File: config.mk
export PLATFORM = sky130hd
export DESIGN_NAME = uart_receiver_flat
export DESIGN_NICKNAME = d
export VERILOG_FILES = /design/src/rtl/uart_receiver_if.sv /design/src/rtl/uart_receiver.sv /design/src/flat_wrapper.sv
export SDC_FILE = /design/constraint.sdc
export NUM_CORES = 1
export LEC_CHECK = 0
export BUFFER_PORTS_ARGS = -buffer_cell sky130_fd_sc_hd__clkbuf_2
export CAP_MARGIN = 20
export CORE_MARGIN = 5
export CORE_UTILIZATION = 40
export DETAILED_ROUTE_END_ITERATION = 7
export SYNTH_ARGS = -nofsm -noshare
export SYNTH_HDL_FRONTEND = slang
export SYNTH_SLANG_ARGS = --single-unit
File: constraint.sdc
create_clock -name clk -period 1.8 [get_ports clk]
set_clock_uncertainty 0.05 [all_clocks]
set_input_delay 0.27 -clock clk [delete_from_list [all_inputs] [get_ports clk]]
set_output_delay 0.27 -clock clk [all_outputs]
set_load 0.005 [all_outputs]
File: src/rtl/uart_receiver_if.sv
// Serial-line bundle between the pin-side stimulus/source and the UART receiver.
interface uart_receiver_if;
  logic       i_rx;
  logic [0:7] o_data;
  logic       o_valid;
  logic       o_framing_error;
  logic       o_busy;

  modport master (
    output i_rx,
    input  o_data, o_valid, o_framing_error, o_busy
  );

  modport slave (
    input  i_rx,
    output o_data, o_valid, o_framing_error, o_busy
  );
endinterface

File: src/rtl/uart_receiver.sv
// 8N1 UART receiver: synchronizes the line, finds the start edge and samples at bit centres.
// Optional build macro UART_RX_MAJORITY_VOTE_EN: 2-of-3 majority over the last three s2 values.
module uart_receiver #(
  parameter int unsigned BAUD_RATE         = 10000,
  parameter int unsigned CLOCK_FREQUENCY   = 100000000,
  parameter int unsigned CYCLES_PER_SAMPLE = CLOCK_FREQUENCY / BAUD_RATE
) (
  input  logic            clk,
  input  logic            i_reset_n,
  uart_receiver_if.slave  rx_if
);

  localparam int unsigned CNT_W = 16;
  localparam int unsigned HALF  = CYCLES_PER_SAMPLE / 2;
  localparam logic [CNT_W-1:0] HALF_M1 = CNT_W'(HALF - 1);
  localparam logic [CNT_W-1:0] LAST    = CNT_W'(CYCLES_PER_SAMPLE - 1);

  typedef enum logic [1:0] {IDLE, START, DATA, STOP} state_t;

  state_t           state;
  logic [CNT_W-1:0] cycle_count;
  logic [2:0]       bit_idx;
  logic [0:7]       shift;
  logic [0:7]       data_q;
  logic             valid_q;
  logic             ferr_q;
  logic             busy_q;
  logic             s1, s2, s_prev;
  logic             sample;

`ifdef UART_RX_MAJORITY_VOTE_EN
  logic s_prev2;

  // s_prev2 only feeds the vote; it shares the synchronizer's idle-high reset
  always_ff @(posedge clk or negedge i_reset_n) begin
    if (!i_reset_n) s_prev2 <= 1'b1;
    else            s_prev2 <= s_prev;
  end

  assign sample = (s2 & s_prev) | (s2 & s_prev2) | (s_prev & s_prev2);
`else
  assign sample = s2;
`endif

  always_ff @(posedge clk or negedge i_reset_n) begin
    if (!i_reset_n) begin
      s1          <= 1'b1;
      s2          <= 1'b1;
      s_prev      <= 1'b1;
      state       <= IDLE;
      cycle_count <= '0;
      bit_idx     <= '0;
      shift       <= '0;
      data_q      <= '0;
      valid_q     <= 1'b0;
      ferr_q      <= 1'b0;
      busy_q      <= 1'b0;
    end else begin
      s1      <= rx_if.i_rx;
      s2      <= s1;
      s_prev  <= s2;
      valid_q <= 1'b0;
      ferr_q  <= 1'b0;
      case (state)
        IDLE: begin
          cycle_count <= '0;
          if (s_prev && !s2) begin
            state  <= START;
            busy_q <= 1'b1;
          end
        end
        START: begin
          if (cycle_count == HALF_M1) begin
            cycle_count <= '0;
            bit_idx     <= '0;
            if (!sample) begin
              state <= DATA;
            end else begin
              state  <= IDLE;
              busy_q <= 1'b0;
            end
          end else begin
            cycle_count <= cycle_count + CNT_W'(1);
          end
        end
        DATA: begin
          if (cycle_count == LAST) begin
            shift[bit_idx] <= sample;
            cycle_count    <= '0;
            bit_idx        <= bit_idx + 3'd1;
            if (bit_idx == 3'd7) state <= STOP;
          end else begin
            cycle_count <= cycle_count + CNT_W'(1);
          end
        end
        STOP: begin
          // Leave at the stop centre so a back-to-back start edge is not missed
          if (cycle_count == LAST) begin
            if (sample) begin
              data_q  <= shift;
              valid_q <= 1'b1;
            end else begin
              ferr_q  <= 1'b1;
            end
            state       <= IDLE;
            busy_q      <= 1'b0;
            cycle_count <= '0;
          end else begin
            cycle_count <= cycle_count + CNT_W'(1);
          end
        end
        default: state <= IDLE;
      endcase
    end
  end

  assign rx_if.o_data          = data_q;
  assign rx_if.o_valid         = valid_q;
  assign rx_if.o_framing_error = ferr_q;
  assign rx_if.o_busy          = busy_q;

endmodule
File: src/flat_wrapper.sv
// flat-port wrapper written by rule: the top's interface ports become plain ports
module uart_receiver_flat 
#(
  parameter int unsigned BAUD_RATE         = 10000,
  parameter int unsigned CLOCK_FREQUENCY   = 100000000,
  parameter int unsigned CYCLES_PER_SAMPLE = CLOCK_FREQUENCY / BAUD_RATE
)
  (clk, i_reset_n, rx_if_i_rx, rx_if_o_data, rx_if_o_valid, rx_if_o_framing_error, rx_if_o_busy);
  uart_receiver_if rx_if_i ();
  input  logic clk;
  input  logic i_reset_n;
  input wire logic [$bits(rx_if_i.i_rx)-1:0] rx_if_i_rx;
  output wire logic [$bits(rx_if_i.o_data)-1:0] rx_if_o_data;
  output wire logic [$bits(rx_if_i.o_valid)-1:0] rx_if_o_valid;
  output wire logic [$bits(rx_if_i.o_framing_error)-1:0] rx_if_o_framing_error;
  output wire logic [$bits(rx_if_i.o_busy)-1:0] rx_if_o_busy;
  assign rx_if_i.i_rx = rx_if_i_rx;
  assign rx_if_o_data = rx_if_i.o_data;
  assign rx_if_o_valid = rx_if_i.o_valid;
  assign rx_if_o_framing_error = rx_if_i.o_framing_error;
  assign rx_if_o_busy = rx_if_i.o_busy;
  uart_receiver #(.BAUD_RATE(BAUD_RATE), .CLOCK_FREQUENCY(CLOCK_FREQUENCY), .CYCLES_PER_SAMPLE(CYCLES_PER_SAMPLE)) u_core (.clk(clk), .i_reset_n(i_reset_n), .rx_if(rx_if_i));
endmodule
Yosys cells after proc, flatten, opt, wreduce, memory -nomap -nowiden
Cells that the tools add are included.

Logic and storage cells: 67. Input port bits: 3. Output and inout port bits: 11. Flip-flop bits (word level): 43.

Add/subtract/negate cells: 2. Bitwise gates (word level): 1. Equal/unequal tests: 12. $lt $le $gt $ge: 2. Reductions and logical operators: 12. Mux-type cells: 27.

Operator list (count): $pmux 16 s3 (1); $mux 16 (2); $add 16x1->16 const B (1); $eq 16x13->1 const B (1); $eq 16x14->1 const B (1); $mux 2 (6); $ne 2x1->1 const B (6); $mux 1 (11); $reduce_and 5->1 (2); $bwmux 8 (1); $pmux 2 s4 (1); $mux 3 (2); $pmux 3 s2 (1); $reduce_and 3->1 (2); $eq 2x2->1 const B (2); $ge 4x4->1 const B (1); $lt 4x1->1 const B (1); $not 3->4 (1); $add 3x1->3 const B (1); $demux 1 s3 (1); $eq 3x3->1 const B (1); $pmux 1 s3 (1); $reduce_bool 3->1 (1); $eq 2x1->1 const B (1); 6 further kinds (7).

Depth between registers and ports, before layout
Gate-level depths: netlist of run 1.

Word-level depth: 6. Mapped depth: 7. Mapped depth without buffers: 5.

Least setup slack after synthesis of run 1
No wires, ideal clock.

Kind: reg2reg. Start: register u_core.cycle_count[0]. End: register u_core.shift[2] in the netlist's numbering. Buffers on the path: 2. Library setup time: 0.125 ns. Slack: -0.086 ns. Data arrival time: 1.711 ns. Stages on the path, launching flop included: 8. Data required time: 1.625 ns. Period minus slack after synthesis: 1.886 ns. Path through: dfrtp_1 > ha_1 > and3_1 > buf_2 > nand3_2 > buf_2 > nor4_2 > mux2_2.

Word-level cells in the longest chain between the ends: 2.

RTL lines: start, declared (line uart_receiver.sv:21) `logic [CNT_W-1:0] cycle_count;`; start signal, assigned (line uart_receiver.sv:83) `cycle_count <= cycle_count + CNT_W'(1);`; start signal, assigned (line uart_receiver.sv:93) `cycle_count <= cycle_count + CNT_W'(1);`; start signal, assigned (line uart_receiver.sv:109) `cycle_count <= cycle_count + CNT_W'(1);`; $eq 16x14->1 (line uart_receiver.sv:87) `if (cycle_count == LAST) begin`; $reduce_and 2->1 (no line); end signal, assigned by index (line uart_receiver.sv:88) `shift[bit_idx] <= sample;`; end, declared (line uart_receiver.sv:23) `logic [0:7] shift;`.

Every way passes these cells. A chain may end at the register's enable or synchronous reset.

Worst setup path after layout of run 1
Start: register u_core.cycle_count[15]. End: register u_core.data_q, in the netlist u_core.rx_if.o_data[2].

Word-level cells in the longest chain between the ends: 2.

RTL lines: $eq 16x14->1 (line uart_receiver.sv:98) `if (cycle_count == LAST) begin`; $reduce_and 3->1 (no line); end signal, assigned (line uart_receiver.sv:100) `data_q <= shift;`; end, declared (line uart_receiver.sv:24) `logic [0:7] data_q;`.

Every way passes these cells.

==> impl_metrics.py, run 1 <==
metrics = {
    "outcome": {
        "status": "finished, violations left",
        "violations": "setup timing",
    },
    "place": {
        "place_congestion": 0.804,
        "hpwl_um": 3090,
        "place_area_sq_um": 2490,
        "dp.cells": 293,
        "numPortBuffers": 13,
    },
    "logic_synthesis": {
        "synth_edf_count": 0,
        "syn_area_sq_um": 2060,
        "ys_types": 37,
        "syn_inst": 185,
        "synth_nets": 191,
        "synth_warnings": 0,
        "synth-async-reset-ratio": 1.00,
        "ys_seq_elements": 43,
        "ys.flop_type": "dfrtp_1",
        "syn_avg_cell_area_sq_um": 11.2,
        "synth-seq-area-share": 0.523,
    },
    "global_route": {
        "antenna_found_initial": 0,
        "grt_max_degree": 28,
        "grt_usage": 0.147,
        "grt_pass1_vias": 1576,
        "grt_pass1_wl_um": 7400,
        "overflow": 0,
    },
    "critical_path": {
        "critical_path_class": "flip-flop to flip-flop",
        "cp_top_family": "simple AND/OR/NAND/NOR gates",
        "cp.buffers_inverters": 1,
        "critPathSlowestCell": "dfrtp_1",
        "max_stage_delay_ns": 0.43,
        "cp_data_arrival_time_ns": 1.96,
        "cp_cell_sequence": "nor4_4 -> nand3_4 -> nor4_4 -> buf_12 -> mux2_4",
        "critPathMaxFanout": 8,
        "crit_path_end_kind": "flip-flop",
        "crit_path_start_kind": "flip-flop",
        "crit_top_cell": "nor4_4",
        "required_ns": 1.93,
    },
    "final_layout": {
        "fin_nets": 243,
        "antenna_cells": 0,
        "drive_gt1_frac": 0.412,
        "areaGrowthSynthToFinish_pct": 34.8,
        "fin_area_sq_um": 2780,
        "fill_cells": 447,
        "final_cells": 308,
    },
    "drt": {
        "highest-signal-layer": "met4",
        "routed_wl_um": 4450,
        "wl_met2_um": 2050,
        "vias": 1581,
        "dr.pass1.iters": 4,
        "met3_wirelength_um": 181,
        "routedWlPerCell_um": 14.4,
        "drt-met1-wl_um": 2140,
        "antenna_left": 0,
        "first_iter_violations": 53,
        "vias_per_cell": 5.13,
        "route.detailed.drc": 0,
    },
    "clock_network": {
        "root_buffer": "clkbuf_8",
        "clk_path_buf_depth": 2,
        "clkSinkCount": 43,
        "clk_pin_slew_ns": 0.08,
        "clock_latency_ns": 0.29,
        "cts_buffers": 5,
        "tritoncts": "built",
        "cts-htree-levels": 2,
    },
    "floorplan": {
        "rows": 26,
        "dieArea_sq_um": 6700,
        "die_w_um": 81.8,
        "fp.dieH_um": 81.8,
        "core_area_sq_um": 5070,
        "start_util": 0.407,
        "ios": 14,
    },
    "sta": {
        "final_hold_viol_count": 0,
        "tightest_slew_ns": 0.460,
        "fmax_ghz": 0.547,
        "relSlewSlack": 0.694,
        "worst_slack_ns": -0.0269,
        "worst_hold_slack_ns": 0.308,
        "rsz0062_at_grt": "yes",
        "fin_setup_tns_ns": -0.160,
        "min_period_over_period": 1.01,
        "fin_crit_ns": 1.83,
        "drv_slew": 0,
        "finalSetupViolCount": 9,
    },
    "power_and_ir_drop": {
        "p_leak_uw": 0.00127,
        "peakVddDrop_v": 0.000829,
        "p_total_uw": 2490,
        "power_density_nw_per_um2": 895,
    },
    "flow_run": {
        "drv_cap": 0,
    },
    "min_path": {
        "holdCritPathClass": "flip-flop to flip-flop",
    },
}
[through the flow]
stage	worst slack, ns	util
2_1_floorplan	-0.0529	-
3_3_place_gp	-0.0840	0.490
3_5_place_dp	-0.120	0.490
4_1_cts	-0.00874	0.536
5_1_grt	-0.0855	0.548
6_report	-0.0269	0.548
[cell usage in the layout, fill, tap and decap left out, drive strengths merged]
master / n
a211o: 1
a211oi: 1
a21oi: 7
a221oi: 2
a31oi: 1
a41oi: 1
and2: 1
and3: 3
and3b: 1
and4bb: 2
buf: 40
bufinv: 2
clkbuf: 19
dfrtp: 40
dfstp: 3
dlygate4sd3: 2
ha: 3
inv: 7
mux2: 16
nand2: 6
nand3: 11
nand3b: 1
nand4: 7
nand4b: 1
nor2: 18
nor2b: 2
nor3: 9
nor3b: 1
nor4: 9
nor4bb: 1
o31ai: 4
or2: 1
or4: 2
xnor2: 11
xor2: 2
[metal layers]
layer  vias to the layer above  track usage
li1                        768            -
met1                       775        0.192
met2                        30        0.235
met3                         8       0.0373
met4                         0       0.0498
met5                         -            0
[registers in the layout, summed over array words and instances (netlist names), named ones only]
signal	cells
u_core.rx_if.o_framing_error	1
u_core.s2	1
u_core.s_prev	1
u_core.rx_if.o_valid	1
u_core.shift	8
u_core.rx_if.o_busy	1
u_core.state	1
u_core.rx_if.o_data	8
u_core.cycle_count	16
u_core.s1	1
u_core.bit_idx	3
[report_power, final]
part,internal (uW),switching [uW],total [uW],leakage (uW)
Sequential,1050,48.1,1100,0.000568
Clock,554,321,876,0.0000654
Combinational,281,237,518,0.000639
Total,1890,607,2490,0.00127
[cells in the mapped netlist (4+ instances only)]
library cell	n	area, sq um
nand3_1	9	45.0
inv_1	7	26.3
mux2_2	16	180
nor2_1	18	67.6
a21oi_1	7	35.0
nor4_1	6	37.5
xnor2_1	11	96.3
clkbuf_1	4	15.0
nand2_1	6	22.5
nand4_1	7	43.8
dfrtp_1	40	1000
o31ai_1	4	30.0
nor3_1	9	45.0
buf_2	5	25.0
[final cells by class]
class | count | area [sq um] | area share
sequential | 43 | 1080 | 0.388
clock buffer | 6 | 72.6 | 0.0261
timing repair buffer | 55 | 430 | 0.155
tap | 70 | 87.6 | 0.0315
inverter | 7 | 26.3 | 0.00944
multi-input combinational | 125 | 1030 | 0.369
clock inverter | 2 | 60.1 | 0.0216
[kinds of logic (layout without fill, tap and decap cells)]
family,after synthesis,in the layout,share of synthesized area
DFF,43,43,0.523
adders and majority gates,3,3,0.0182
xor gates and xnor gates,13,13,0.0552
muxes,16,16,0.0873
and+or+nand+nor,76,76,0.224
AOI/OAI and AO/OA,17,17,0.0582
buffers and inverters,17,70,0.0339
[worst paths after layout]
| path | endpoint | depth (start not counted) | startpoint | slack (ns) |
|---|---|---|---|---|
| worst max-delay path | u_core.rx_if.o_data[2]$_DFFE_PN0P_ | 5 | u_core.cycle_count[15]$_DFF_PN0_ | -0.03 |
| max in group asynchronous | u_core.s2$_DFF_PN1_ | 3 | i_reset_n | 0.73 |
| worst min register to register | u_core.s2$_DFF_PN1_ | 0 | u_core.s1$_DFF_PN1_ | 0.31 |
| min in group asynchronous | u_core.rx_if.o_valid$_DFF_PN0_ | 2 | i_reset_n | 0.40 |
| worst min-delay path | u_core.s2$_DFF_PN1_ | 0 | u_core.s1$_DFF_PN1_ | 0.31 |
| worst max register to register | u_core.rx_if.o_data[2]$_DFFE_PN0P_ | 5 | u_core.cycle_count[15]$_DFF_PN0_ | -0.03 |
[repair_timing]
action | in CTS | in global routing
pin swaps | 1 | 9
hold buffers | 2 | 0
buffers inserted | 2 | 3
gates resized for setup | 16 | 9
gates cloned | 0 | 0
hold endpoints to repair | 16 | 0
endpoints found under the setup margin | 14 | 34
(Power assumes the default switching activity.)
==> run 2: changes to the inputs <==
==> constraint.sdc (replaced) <==
create_clock -name clk -period 1.55 [get_ports clk]
set_clock_uncertainty 0.05 [all_clocks]
set_input_delay 0.2325 -clock clk [delete_from_list [all_inputs] [get_ports clk]]
set_output_delay 0.2325 -clock clk [all_outputs]
set_load 0.005 [all_outputs]
==> impl_metrics.py, run 2 (same netlist as run 1, synthesis figures left out) <==
metrics = {
    "critical_path": {
        "required_ns": 1.69,
        "cp_top_family": "simple AND/OR/NAND/NOR gates",
        "max_stage_delay_ns": 0.43,
        "cp_cell_sequence": "nor4_4 -> buf_4 -> nand3_4 -> nor4_4 -> buf_6 -> mux2_4",
        "crit_path_end_kind": "flip-flop",
        "cp.buffers_inverters": 2,
        "critPathMaxFanout": 8,
        "crit_top_cell": "nor4_4",
        "critical_path_class": "flip-flop to flip-flop",
        "crit_path_start_kind": "flip-flop",
        "rr_startpoint": "u_core.cycle_count[6]$_DFF_PN0_",
        "crit_path_start": "u_core.cycle_count[6]$_DFF_PN0_",
        "critPathSlowestCell": "dfrtp_1",
        "cp_data_arrival_time_ns": 1.94,
    },
    "drt": {
        "vias_per_cell": 5.19,
        "vias": 1625,
        "highest-signal-layer": "met4",
        "routed_wl_um": 4730,
        "first_iter_violations": 80,
        "drt-met1-wl_um": 2150,
        "route.detailed.drc": 0,
        "wl_met2_um": 2330,
        "met3_wirelength_um": 186,
        "dr.pass1.iters": 4,
        "routedWlPerCell_um": 15.1,
        "antenna_left": 0,
    },
    "final_layout": {
        "fill_cells": 424,
        "regMostFlops": "u_core.cycle_count",
        "postLayoutCoreUtil": 0.580,
        "final_cell_mix": "40 x dfrtp_1, 39 x buf_4, 13 x mux2_4, 13 x clkbuf_2, 11 x xnor2_1",
        "final_common_cell": "dfrtp_1",
        "drive_gt1_frac": 0.519,
        "fin_area_sq_um": 2940,
        "fin_nets": 248,
        "largest_reg_flops": 16,
        "antenna_cells": 0,
        "areaGrowthSynthToFinish_pct": 42.5,
    },
    "sta": {
        "finalSetupViolCount": 38,
        "relSlewSlack": 0.647,
        "final_hold_viol_count": 0,
        "drv_slew": 0,
        "rsz0062_at_grt": "yes",
        "tightest_slew_ns": 0.529,
        "fin_crit_ns": 1.80,
        "worst_slack_ns": -0.252,
        "fmax_ghz": 0.555,
        "min_period_over_period": 1.16,
    },
    "outcome": {
        "violations": "setup timing",
        "status": "finished, violations left",
    },
    "clock_network": {
        "cts_buffers": 5,
        "clk_pin_slew_ns": 0.08,
        "clk_path_buf_depth": 2,
        "root_buffer": "clkbuf_8",
        "clkSinkCount": 43,
        "cts-htree-levels": 2,
        "tritoncts": "built",
        "clock_latency_ns": 0.29,
    },
    "floorplan": {
        "ios": 14,
        "fp.dieH_um": 81.8,
        "rows": 26,
        "die_w_um": 81.8,
        "start_util": 0.407,
        "core_area_sq_um": 5070,
        "dieArea_sq_um": 6700,
    },
    "global_route": {
        "grt_pass1_wl_um": 7710,
        "antenna_found_initial": 0,
        "grt_usage": 0.150,
        "grt_pass1_vias": 1673,
        "grt_max_degree": 44,
        "overflow": 0,
    },
    "place": {
        "place_area_sq_um": 2530,
        "place_congestion": 0.883,
        "hpwl_um": 3210,
        "numPortBuffers": 13,
    },
    "min_path": {
        "holdCritPathClass": "flip-flop to flip-flop",
        "min_from": "u_core.s1$_DFF_PN1_",
    },
    "flow_run": {
        "drv_cap": 0,
    },
    "power_and_ir_drop": {
        "p_leak_uw": 0.00127,
        "power_density_nw_per_um2": 915,
        "peakVddDrop_v": 0.000910,
    },
}
## run 2: layout make-up
cell class / count / area [sq um] / area share
clock buffer: 5 / 68.8 / 0.0234
clock inverter: 3 / 23.8 / 0.00808
inverter: 7 / 26.3 / 0.00893
multi-input combinational: 125 / 1190 / 0.404
sequential: 43 / 1080 / 0.367
tap: 70 / 87.6 / 0.0298
timing repair buffer: 60 / 468 / 0.159
## run 2: worst paths after layout
| path | to | slack [ns] | depth (start not counted) |
|---|---|---|---|
| worst max register to register | u_core.rx_if.o_data[5]$_DFFE_PN0P_ | -0.25 | 6 |
| min in group asynchronous | u_core.cycle_count[8]$_DFF_PN0_ | 0.49 | 3 |
| max in group asynchronous | u_core.s2$_DFF_PN1_ | 0.58 | 3 |
| worst min-delay path | u_core.s2$_DFF_PN1_ | 0.32 | 0 |
| worst max-delay path | u_core.rx_if.o_data[5]$_DFFE_PN0P_ | -0.25 | 6 |
| worst min register to register | u_core.s2$_DFF_PN1_ | 0.32 | 0 |
## run 2: where the power goes
group | total, uW | internal [uW] | switching, uW | leakage [uW]
clock | 722 | 322 | 400 | 0.0000408
sequential | 1290 | 1220 | 67.1 | 0.000568
combinational | 682 | 376 | 307 | 0.000665
total | 2690 | 1920 | 774 | 0.00127
## run 2: per-layer routing
| metal | track usage | vias up |
|---|---|---|
| met1 | 0.194 | 802 |
| met2 | 0.245 | 30 |
| met3 | 0.0351 | 8 |
| met5 | 0 | - |
| met4 | 0.0532 | 0 |
| li1 | - | 785 |
## run 2: per-stage QoR
step	instances	hold WS [ns]	setup slack [ns]	power (uW)	TNS, ns
floorplan	185	-0.113	-0.302	1630	-5.40
finish	313	0.323	-0.252	2690	-8.03
global route	313	0.334	-0.316	2850	-10.37
CTS	307	0.330	-0.298	2620	-8.45
global placement	295	0.272	-0.240	1860	-6.36
detailed placement	295	0.279	-0.311	1890	-8.46
## run 2: what timing repair did
item,in CTS,in global routing
gates cloned,0,1
endpoints found under the hold margin,41,0
endpoints found under the setup margin,40,40
pin swaps,5,10
setup buffers,2,5
hold buffers,2,0
resized for setup,19,35
==> run 3: changes to the inputs <==
--- a/config.mk
+++ b/config.mk
@@ -5,6 +5,7 @@
 export SDC_FILE = /design/constraint.sdc
 export NUM_CORES = 1
 export LEC_CHECK = 0
+export ABC_AREA = 1
 export BUFFER_PORTS_ARGS = -buffer_cell sky130_fd_sc_hd__clkbuf_2
 export CAP_MARGIN = 20
 export CORE_MARGIN = 5
==> impl_metrics.py, run 3 <==
metrics = {
    "logic_synthesis": {
        "syn_inst": 258,
        "yosys-top-cells-area": "dfrtp_1 47%, nand2_1 10%, nor2_1 7.1%, inv_1 5.5%, o21ai_0 5.2%",
        "synth-seq-area-share": 0.509,
        "syn_avg_cell_area_sq_um": 8.22,
        "yosysTopAreaCellShare": 0.472,
        "synth_top_cell_by_area": "dfrtp_1",
        "synth_warnings": 0,
        "synth-async-reset-ratio": 1.00,
        "syn_area_sq_um": 2120,
        "synth_nets": 264,
        "synth_common_cells": "59 x nand2_1, 40 x dfrtp_1, 40 x nor2_1",
        "ys_seq_elements": 43,
        "synth_edf_count": 0,
        "ys.flop_type": "dfrtp_1",
        "synth_most_common_cell": "nand2_1",
        "ys_types": 29,
    },
    "place": {
        "place_congestion": 0.895,
        "numPortBuffers": 13,
        "dp.cells": 359,
        "hpwl_um": 3130,
        "place_area_sq_um": 2430,
    },
    "global_route": {
        "overflow": 0,
        "grt_usage": 0.136,
        "antenna_found_initial": 0,
        "grt_pass1_wl_um": 7650,
        "grt_pass1_vias": 1632,
        "grt_max_degree": 44,
    },
    "floorplan": {
        "rows": 26,
        "core_area_sq_um": 5140,
        "fp.dieH_um": 82.8,
        "ios": 14,
        "dieArea_sq_um": 6860,
        "start_util": 0.413,
        "die_w_um": 82.8,
    },
    "final_layout": {
        "final_cells": 381,
        "fin_nets": 316,
        "fin_area_sq_um": 2830,
        "fill_cells": 476,
        "antenna_cells": 0,
        "largest_reg_flops": 16,
        "regMostFlops": "u_core.cycle_count",
        "final_common_cell": "nand2_1",
        "areaGrowthSynthToFinish_pct": 33.5,
        "final_cell_mix": "50 x nand2_1, 38 x dfrtp_1, 31 x nor2_1",
        "drive_gt1_frac": 0.357,
    },
    "drt": {
        "vias_per_cell": 4.80,
        "route.detailed.drc": 0,
        "dr.pass1.iters": 6,
        "routedWlPerCell_um": 12.6,
        "first_iter_violations": 161,
        "routed_wl_um": 4820,
        "antenna_left": 0,
        "vias": 1828,
    },
    "sta": {
        "worst_hold_slack_ns": 0.309,
        "tightest_slew_ns": 0.313,
        "rsz0062_at_grt": "yes",
        "relSlewSlack": 0.790,
        "finalSetupViolCount": 20,
        "worst_slack_ns": -0.0592,
        "final_hold_viol_count": 0,
        "min_period_over_period": 1.04,
        "drv_slew": 0,
        "fin_crit_ns": 1.61,
        "fmax_ghz": 0.621,
    },
    "critical_path": {
        "crit_path_end_kind": "flip-flop",
        "crit_path_start_kind": "flip-flop",
        "critical_path_class": "flip-flop to flip-flop",
        "required_ns": 1.69,
        "critPathMaxFanout": 7,
        "cp_data_arrival_time_ns": 1.75,
    },
    "power_and_ir_drop": {
        "combPwrFrac": 0.284,
        "pwr-share-seq": 0.429,
        "p_clk_frac": 0.288,
        "peakVddDrop_v": 0.000542,
        "switching_power_uw": 1050,
        "switching_share": 0.337,
        "p_leak_uw": 0.00148,
        "p_int_uw": 2060,
        "power_density_nw_per_um2": 1100,
    },
    "outcome": {
        "status": "finished, violations left",
        "violations": "setup timing",
    },
    "flow_run": {
        "drv_cap": 0,
    },
    "clock_network": {
        "clkSinkCount": 43,
        "clock_latency_ns": 0.30,
        "clk_pin_slew_ns": 0.09,
        "tritoncts": "built",
        "root_buffer": "clkbuf_8",
        "cts-htree-levels": 2,
        "clk_path_buf_depth": 2,
        "cts_buffers": 5,
    },
    "min_path": {
        "holdCritPathClass": "flip-flop to flip-flop",
    },
}
## run 3: cell types whose count changed after synthesis, sizes merged, moves of 3 or more
cell   change
nor2      +27
mux2      -16
a21oi      +5
o21ai     +24
nor4       -9
inv       +26
o31ai      -4
nand3      +5
nand4      -4
nor3       -3
nand2     +55
buf        -5
xnor2      -9
## run 3: cell type report
type	instances	area (sq um)	area share
Multi-Input combinational cell	180	1070	0.377
Clock buffer	5	68.8	0.0243
Inverter	33	134	0.0472
Timing Repair Buffer	47	349	0.123
Sequential cell	43	1080	0.382
Tap cell	70	87.6	0.0309
Clock inverter	3	43.8	0.0155
## run 3: what timing repair did
action,CTS,global route
buffers inserted,2,9
hold buffers,2,0
cloned,0,1
endpoints found under the hold margin,41,0
pin swaps,5,20
resized for setup,13,54
setup endpoints to repair,32,36
## run 3: critical path, stage by stage, from the launching register on
cell and delay [ns]:
dfrtp_1 0.41, ha_4 0.18, nand2_2 0.06, nor3_2 0.19, nand3_2 0.14, nand2_2 0.14, o21ai_4 0.07, buf_6 0.14
inv_8 0.07, nor3_2 0.04
## run 3: logic make-up (layout without fill, tap and decap cells)
kind of cell | Yosys count | in the layout | synth area share
buf+inv | 36 | 88 | 0.0672
simple gates | 134 | 135 | 0.290
fa+ha+maj | 3 | 3 | 0.0177
xor+xnor | 4 | 4 | 0.0165
compound gates | 38 | 38 | 0.100
flops | 43 | 43 | 0.509
## run 3: power groups by stage
| stage | clock (uW) | sequential [uW] | combinational, uW |
|---|---|---|---|
| 2_1_floorplan | 0 | 1300 | 456 |
| 3_3_place_gp | 0 | 1320 | 655 |
| 3_5_place_dp | 0 | 1320 | 654 |
| 4_1_cts | 918 | 1310 | 682 |
| 5_1_grt | 969 | 1350 | 984 |
| 6_report | 894 | 1330 | 881 |
## run 3: per-layer routing
| metal | part of all wire | global-route usage |
|---|---|---|
| met1 | 0.50 | 0.190 |
| met2 | 0.44 | 0.208 |
| met3 | 0.044 | 0.0386 |
| met4 | 0.021 | 0.0357 |
| met5 | 0 | 0 |
## run 3: stage by stage
step / setup TNS [ns] / worst slack (ns) / total power, uW / utilization
after floorplan: 0 / 0.0795 / 1760 / -
after global placement: -0.603 / -0.0813 / 1980 / 0.472
after detailed placement: -1.15 / -0.105 / 1980 / 0.472
after CTS: -0.0670 / -0.0191 / 2910 / 0.507
after global routing: -3.54 / -0.153 / 3300 / 0.551
final: -0.792 / -0.0592 / 3110 / 0.551
## run 3: final timing paths
path	startpoint	endpoint	slack, ns	depth (start not counted)
worst max-delay path	u_core.cycle_count[0]$_DFF_PN0_	u_core.cycle_count[6]$_DFF_PN0_	-0.06	9
worst min-delay path	u_core.s1$_DFF_PN1_	u_core.s2$_DFF_PN1_	0.31	0
worst max register to register	u_core.cycle_count[0]$_DFF_PN0_	u_core.cycle_count[6]$_DFF_PN0_	-0.06	9
worst min register to register	u_core.s1$_DFF_PN1_	u_core.s2$_DFF_PN1_	0.31	0
max in group asynchronous	i_reset_n	u_core.s1$_DFF_PN1_	0.78	3
min in group asynchronous	i_reset_n	u_core.cycle_count[11]$_DFF_PN0_	0.38	3
